[config.mk]
export PLATFORM = sky130hd
export DESIGN_NAME = phy_skid_pipe
export DESIGN_NICKNAME = d
export VERILOG_FILES = /design/src/rtl/phy_pkg.sv /design/src/rtl/phy_skid_stage.sv /design/src/rtl/phy_skid_pipe.sv
export SDC_FILE = /design/constraint.sdc
export NUM_CORES = 1
export LEC_CHECK = 0
export ABC_CLOCK_PERIOD_IN_PS = 3100
export CORE_ASPECT_RATIO = 0.8
export CORE_UTILIZATION = 35
export CTS_CLUSTER_SIZE = 8
export DETAILED_ROUTE_END_ITERATION = 8
export PLACE_DENSITY_LB_ADDON = 0.05
export SLEW_MARGIN = 10
export SYNTH_ARGS = -nofsm -noshare
export SYNTH_HDL_FRONTEND = slang
export SYNTH_SLANG_ARGS = --single-unit
export TNS_END_PERCENT = 5
[constraint.sdc]
create_clock -name clk_2f -period 3.1 [get_ports clk_2f]
set_input_delay 0.31 -clock clk_2f [delete_from_list [all_inputs] [get_ports clk_2f]]
set_output_delay 0.31 -clock clk_2f [all_outputs]
set_load 0.02 [all_outputs]
[src/rtl/phy_pkg.sv]
// Shared sizing helpers and word type for the PHY skid pipeline.
// Imported by the stage and the top-level wrapper.
package phy_pkg;

  localparam int DATA_W_DEF = 32;
  localparam int STAGES_DEF = 2;

  // Counter must represent 0..2*stages inclusive.
  function automatic int occ_width(input int stages);
    return $clog2(2 * stages + 1);
  endfunction

  typedef struct packed {
    logic                  valid;
    logic [DATA_W_DEF-1:0] data;
  } phy_word_t;

endpackage

[src/rtl/phy_skid_stage.sv]
// One registered valid/ready stage: a main register feeding downstream and a
// skid register that absorbs one word while main is stalled.
module phy_skid_stage
  import phy_pkg::*;
#(
  parameter int DATA_W = DATA_W_DEF
) (
  input  logic              clk_2f,
  input  logic              reset_L,
  input  logic              flush,
  input  logic              valid_i,
  input  logic [DATA_W-1:0] data_i,
  output logic              ready_o,
  output logic              valid_o,
  output logic [DATA_W-1:0] data_o,
  input  logic              ready_i
);

  logic              main_v_q,    main_v_d;
  logic [DATA_W-1:0] main_data_q, main_data_d;
  logic              skid_v_q,    skid_v_d;
  logic [DATA_W-1:0] skid_data_q, skid_data_d;
  logic              ready_q,     ready_d;
  logic              in_fire_s;
  logic              out_fire_s;

  // Next-state selection for main/skid registers and the upstream ready.
  always_comb begin
    main_v_d    = main_v_q;
    main_data_d = main_data_q;
    skid_v_d    = skid_v_q;
    skid_data_d = skid_data_q;
    in_fire_s   = valid_i & ready_q;
    out_fire_s  = main_v_q & ready_i;
    if (flush) begin
      main_v_d    = 1'b0;
      main_data_d = '0;
      skid_v_d    = 1'b0;
      skid_data_d = '0;
    end else if (!main_v_q || out_fire_s) begin
      if (skid_v_q) begin
        main_v_d    = 1'b1;
        main_data_d = skid_data_q;
        skid_v_d    = in_fire_s;
        skid_data_d = in_fire_s ? data_i : skid_data_q;
      end else if (in_fire_s) begin
        main_v_d    = 1'b1;
        main_data_d = data_i;
      end else begin
        main_v_d    = 1'b0;
      end
    end else if (in_fire_s) begin
      skid_v_d    = 1'b1;
      skid_data_d = data_i;
    end else begin
      skid_v_d    = skid_v_q;
    end
    // Ready is registered from the next skid state, so upstream never sees a comb path.
    ready_d = ~skid_v_d;
  end

  // State registers; ready stays low in reset and rises on the first edge after release.
  always_ff @(posedge clk_2f or negedge reset_L) begin
    if (!reset_L) begin
      main_v_q    <= 1'b0;
      main_data_q <= '0;
      skid_v_q    <= 1'b0;
      skid_data_q <= '0;
      ready_q     <= 1'b0;
    end else begin
      main_v_q    <= main_v_d;
      main_data_q <= main_data_d;
      skid_v_q    <= skid_v_d;
      skid_data_q <= skid_data_d;
      ready_q     <= ready_d;
    end
  end

  assign ready_o = ready_q;
  assign valid_o = main_v_q;
  assign data_o  = main_data_q;

endmodule

[src/rtl/phy_skid_pipe.sv]
// STAGES cascaded skid stages on clk_2f with flush fan-out and a word occupancy
// counter covering everything held between data_in and data_out.
module phy_skid_pipe
  import phy_pkg::*;
#(
  parameter  int DATA_W = DATA_W_DEF,
  parameter  int STAGES = STAGES_DEF,
  localparam int CNT_W  = occ_width(STAGES)
) (
  input  logic              clk_2f,
  input  logic              reset_L,
  input  logic              flush,
  input  logic              valid_in,
  input  logic [DATA_W-1:0] data_in,
  output logic              ready_out,
  output logic              valid_out,
  output logic [DATA_W-1:0] data_out,
  input  logic              ready_in,
  output logic [CNT_W-1:0]  occupancy
);

  logic [STAGES:0]   valid_chain_s;
  logic [STAGES:0]   ready_chain_s;
  logic [DATA_W-1:0] data_chain_s [STAGES+1];
  logic [CNT_W-1:0]  occ_q, occ_d;
  logic              in_fire_s;
  logic              out_fire_s;

  assign valid_chain_s[0]      = valid_in;
  assign data_chain_s[0]       = data_in;
  assign ready_chain_s[STAGES] = ready_in;

  for (genvar g = 0; g < STAGES; g++) begin : gen_stage
    phy_skid_stage #(
      .DATA_W (DATA_W)
    ) u_stage (
      .clk_2f  (clk_2f),
      .reset_L (reset_L),
      .flush   (flush),
      .valid_i (valid_chain_s[g]),
      .data_i  (data_chain_s[g]),
      .ready_o (ready_chain_s[g]),
      .valid_o (valid_chain_s[g+1]),
      .data_o  (data_chain_s[g+1]),
      .ready_i (ready_chain_s[g+1])
    );
  end

  assign ready_out = ready_chain_s[0];
  assign valid_out = valid_chain_s[STAGES];
  assign data_out  = data_chain_s[STAGES];

  // Occupancy next state; flush wins, a simultaneous in/out leaves it unchanged.
  always_comb begin
    in_fire_s  = valid_in & ready_out;
    out_fire_s = valid_out & ready_in;
    occ_d      = occ_q;
    if (flush) begin
      occ_d = '0;
    end else if (in_fire_s && !out_fire_s) begin
      occ_d = occ_q + CNT_W'(1);
    end else if (!in_fire_s && out_fire_s) begin
      occ_d = occ_q - CNT_W'(1);
    end else begin
      occ_d = occ_q;
    end
  end

  // Occupancy register.
  always_ff @(posedge clk_2f or negedge reset_L) begin
    if (!reset_L) begin
      occ_q <= '0;
    end else begin
      occ_q <= occ_d;
    end
  end

  assign occupancy = occ_q;

endmodule
Yosys cells after proc, flatten, opt, wreduce, memory -nomap -nowiden
Index checks and enable logic that the tools add are counted.

Equality and inequality tests: 2. Reduce and logical (&&, ||, !) cells: 15. Bitwise gates (word level): 5. Add/subtract/negate cells: 2. Muxes and demuxes: 35.

Operator list (count): 32-bit two-way mux (16); 1-bit two-way mux (16); 3-bit two-way mux (3); 3-bit nonzero test (3); 3-bit by 2-bit inequality test with 1-bit output, second input constant (2); 1-bit zero test (4); 2-bit AND reduction (2); 2-bit nonzero test (2); 3-bit by 1-bit adder with 3-bit output, second input constant (1); 1-bit bitwise AND (3); 3-bit by 1-bit subtractor with 3-bit output, second input constant (1); 1-bit logical AND (2); 1-bit logical OR (2); 1-bit NOT (2).

Bits of input ports: 37. Logic and storage cells: 70. Output and inout port bits: 37. Register bits: 137.

Logic depth before layout (Yosys ltp)
Depth in word-level cells: 6. Gate-level depth with buffers: 7. Depth with buffers taken out: 6.

Modules after synthesis
From an unflattened synthesis, not the netlist that was laid out.

Cell total of the unflattened synthesis: 627. Area, all modules: 7288.2 µm².

By module, submodules not included: phy_skid_stage (cells each 301, seq. area each 1676.6 µm², instances 2, area each 3519.6 µm²); phy_skid_pipe (cells each 25, seq. area each 75.1 µm², instances 1, area each 249.0 µm²).

Worst setup path before layout
No wires, ideal clock.

Path type: flip-flop to flip-flop. Start point: register gen_stage[0].u_stage.ready_q. End point: register occ_q[2] (netlist: occupancy[2]). Cell stages (with the launch flop): 7. Clock period less this slack: 1.666 ns. Path buffers: 0. Setup time: 0.069 ns. Setup slack: 1.434 ns. Required time: 3.031 ns. Data arrival time: 1.598 ns. Cell sequence: dfrtp_1 -> nand2_1 -> a21oi_1 -> fa_1 -> nand3_1 -> or4_1 -> nand3_1.

Word-level cells in the longest chain between the ends: 4. Elaborated cells on any way between the ends: 7. Classes of those cells: mux (2); bitwise (1); reduce/logical (4).

Ends and longest elaborated chain: from (decl) (RTL line phy_skid_stage.sv:23) `logic ready_q, ready_d;`; from (signal assigned) (RTL line phy_skid_stage.sv:75) `ready_q <= ready_d;`; 1-bit bitwise AND * (RTL line phy_skid_pipe.sv:55) `in_fire_s = valid_in & ready_out;`; 1-bit logical AND / 1-bit zero test (equally long branches) (RTL line phy_skid_pipe.sv:60, phy_skid_pipe.sv:62); 3-bit two-way mux / 1-bit logical AND (equally long branches) (RTL line phy_skid_pipe.sv:60, phy_skid_pipe.sv:62); 3-bit two-way mux / 3-bit nonzero test (equally long branches); to (signal assigned) (RTL line phy_skid_pipe.sv:72) `occ_q <= '0;`; to (signal assigned) (RTL line phy_skid_pipe.sv:74) `occ_q <= occ_d;`; to (decl) (RTL line phy_skid_pipe.sv:25) `logic [CNT_W-1:0] occ_q, occ_d;`.

Every way passes the cells marked *; elsewhere a longest branch is shown, timed or not. A chain may end at the register's enable or synchronous reset.

Worst setup path after layout
Start point: register gen_stage[0].u_stage.skid_v_q. End point: register gen_stage[0].u_stage.skid_data_q[9].

Word-level cells in the longest chain between the ends: 1.

Ends and longest elaborated chain: from (decl) (RTL line phy_skid_stage.sv:21) `logic skid_v_q, skid_v_d;`; from (signal assigned) (RTL line phy_skid_stage.sv:73) `skid_v_q <= skid_v_d;`; 3-bit by 2-bit inequality test with 1-bit output (no source line); to (signal assigned) (RTL line phy_skid_stage.sv:74) `skid_data_q <= skid_data_d;`; to (decl) (RTL line phy_skid_stage.sv:22) `logic [DATA_W-1:0] skid_data_q, skid_data_d;`.

Every way passes these cells.

==> results.py <==
metrics = {
    "global_routing": {
        "grt_pass1_wl_um": 28200,
        "grt_antenna_before_repair": 0,
        "grt_max_degree": 83,
        "grt_remaining_overflow": 0,
        "grt_util_all_layers_pct": 17.3,
        "grt_pass1_vias": 4781,
    },
    "cells_and_area": {
        "layout-drive-gt1-share_pct": 13.2,
        "layout_commonest_cell": "dfrtp_1",
        "area_growth_pct": 18.0,
        "fin_cells": 958,
        "fillerInstances": 1988,
        "n_antenna_cell": 0,
        "nNetsFinal": 716,
        "layout_common_cells": "135 x dfrtp_1, 130 x nand2b_1, 129 x mux2i_1, 71 x clkdlybuf4s50_1, 36 x a21oi_1",
    },
    "synthesis": {
        "syn-num-nets": 694,
        "synth_top_area_cell": "dfrtp_1",
        "syn_area_um2": 7360,
        "yosys-top-cells-area": "dfrtp_1 47%, mux2i_1 18%, nand2b_1 11%",
        "ys_seq_area_share_pct": 46.6,
        "synth_area_per_cell_um2": 11.2,
        "yosys_warnings": 0,
        "synthCells": 656,
        "synth_cell_types": 34,
        "synth_top_area_share_pct": 46.6,
        "synth-seq-cells": 137,
    },
    "power": {
        "ir_worst_vdd_v": 0.000331,
        "powerDensity_nw_per_um2": 523,
        "p_leak_nw": 3.38,
    },
    "setup_path": {
        "crit_arrival_ns": 2.41,
        "critPathMaxStageDelay_ns": 0.75,
        "cpLargestDelayFamily": "flip-flops",
        "cp.required_ns": 3.43,
        "crit_fanout": 19,
        "critPathKind": "flop to flop",
        "path_cells": "clkinv_1 -> a21oi_4 -> buf_4 -> mux2i_1",
        "cp_num_buf_inv": 2,
        "cp_slowest_cell": "dfrtp_2",
        "start_kind": "flop",
        "worstSetupEndpointType": "flop",
    },
    "sta": {
        "tightest_slew_ns": 0.743,
        "setup_violations": 0,
        "rsz0062_at_grt": "false",
        "slew_viol_final": 0,
        "fin_skew_ns": 0.00751,
        "holdWs_ns": 0.487,
        "setup-tns-final_ns": 0,
        "finalHoldViolations": 0,
        "slew_headroom_pct": 50.5,
        "period_share_pct": 66.9,
        "period_needed_ns": 2.07,
        "max_freq_ghz": 0.482,
    },
    "status": {
        "status": "completed",
    },
    "clock_network": {
        "cts_root_buf": "clkbuf_16",
        "cts_made_buffers": 17,
        "cts_buffer_depth": 2,
        "clk_pin_slew_ns": 0.06,
        "clock-sinks": 137,
        "htree_num_levels": 4,
        "clkLatencyLatePin_ns": 0.42,
        "tritoncts": "built",
    },
    "route": {
        "vias": 4746,
        "wl_per_cell_um": 18.2,
        "drt_wl_total_um": 17400,
        "via_per_inst": 4.95,
        "drt-pass1-iter-count": 4,
        "route.detailed.drc": 0,
        "drt_iter0_drc": 314,
        "ant_nets": 0,
    },
    "min_path": {
        "hold_class": "input port to asynchronous set/reset pin",
    },
    "floorplanning": {
        "die_w_um": 164,
        "chipHeight_um": 132,
        "num_io_pins": 74,
        "start_util_pct": 35.7,
        "die-area_um2": 21600,
        "coreArea_um2": 20600,
        "rows": 47,
    },
    "place": {
        "routabilityCongestion": 0.712,
        "io_buffers": 73,
        "dp_hpwl_um": 11400,
        "dp.cells": 927,
    },
    "flow_run": {
        "drv_cap": 0,
    },
}
==> synth_stat cells <==
cell type and instances:
a21oi_1 36, and2_4 1, buf_6 9, buf_2 18
buf_4 36, nor4bb_1 1, a31oi_1 1, o211ai_2 1
a21o_1 3, and4b_1 1, a21oi_2 2, clkinv_1 1
and2_1 1, nand2_1 4, o21ai_1 1, inv_1 2
fa_1 1, nor2b_2 1, xnor2_1 1, o211a_1 1
nor2b_1 1, nand3_1 2, mux2_1 2, a211oi_1 2
nor4_1 32, or4_1 1, a211oi_2 30, dfrtp_1 137
o21bai_1 32, nand2b_1 130, mux2i_1 129, nor2_1 7
nand4b_1 1, clkbuf_1 28
==> per-stage QoR <==
step	utilization, %	power [mW]	setup slack [ns]	area [µm²]
2_1_floorplan	-	2.27	1.43	7360
3_3_place_gp	39.1	2.47	0.952	8070
3_5_place_dp	39.1	2.47	0.932	8070
4_1_cts	42.1	4.62	1.02	8690
5_1_grt	42.1	4.75	0.900	8690
6_report	42.1	4.55	1.03	8690
==> what timing repair did <==
action	in CTS	in global routing
buffers inserted	0	0
gates resized for setup	0	0
endpoints found under the hold margin	73	0
setup endpoints to repair	0	0
hold buffers	1	0
==> per-layer routing <==
layer | GRT usage, % | share of wire (%) | vias up
li1 | - | - | 2309
met1 | 29.3 | 57 | 2334
met3 | 4.06 | 4.9 | 11
met4 | 5.09 | 1.1 | 0
met2 | 20.7 | 37 | 92
met5 | 0 | 0 | -
==> worst reg2reg max path, delay by kind of cell, from the launching register on <==
family                 cells  cell delay (ns)
buffers and inverters      2             0.62
AO/OA/AOI/OAI              1             0.37
multiplexers               1             0.25
flip-flops                 1             0.75
==> worst paths after layout <==
check                      slack (ns)  cells after the start                                    to                                  from
setup / recovery                 1.03                      4   gen_stage[0].u_stage.skid_data_q[9]         gen_stage[0].u_stage.skid_v_q
hold / removal                   0.49                      2        gen_stage[1].u_stage.data_o[9]                               reset_L
setup reg to reg                 1.03                      4   gen_stage[0].u_stage.skid_data_q[9]         gen_stage[0].u_stage.skid_v_q
hold reg to reg                  0.54                      2  gen_stage[1].u_stage.skid_data_q[14]  gen_stage[1].u_stage.skid_data_q[14]
max in group asynchronous        1.83                      3       gen_stage[1].u_stage.data_o[29]                               reset_L
min in group clk_2f              0.49                      3  gen_stage[0].u_stage.skid_data_q[10]                           data_in[10]
==> registers in the layout, indices dropped and copies added, names as in the netlist <==
register                       flops
gen_stage.u_stage.data_o          64
gen_stage.u_stage.skid_data_q     64
occupancy                          3
gen_stage.u_stage.ready_o          2
gen_stage.u_stage.skid_v_q         2
gen_stage.u_stage.valid_o          2
==> cell type report <==
type	count	area [µm²]	area share [%]
repair buffers	94	927	10.7
clock inverters	8	118	1.35
well taps	269	337	3.87
flip-flops and latches	137	3430	39.5
inverters	3	11.3	0.130
clock buffers	22	494	5.69
multi-input cells	425	3370	38.8
==> cell families after synthesis <==
| group | count (synthesis) | share of synthesized area, % |
|---|---|---|
| AO/OA/AOI/OAI | 109 | 12.0 |
| XOR/XNOR | 1 | 0.119 |
| adder cells (fa/ha/maj) | 1 | 0.272 |
| buffers and inverters | 94 | 7.85 |
| flip-flops | 137 | 46.6 |
| multiplexers | 131 | 17.8 |
| AND/OR/NAND/NOR | 183 | 15.4 |
==> power by group <==
part	total [mW]	internal [mW]	switching, mW
clock network	2.11	1.36	0.750
logic	0.545	0.238	0.307
registers	1.89	1.85	0.0394
total	4.55	3.45	1.10
(Power assumes the default switching activity.)
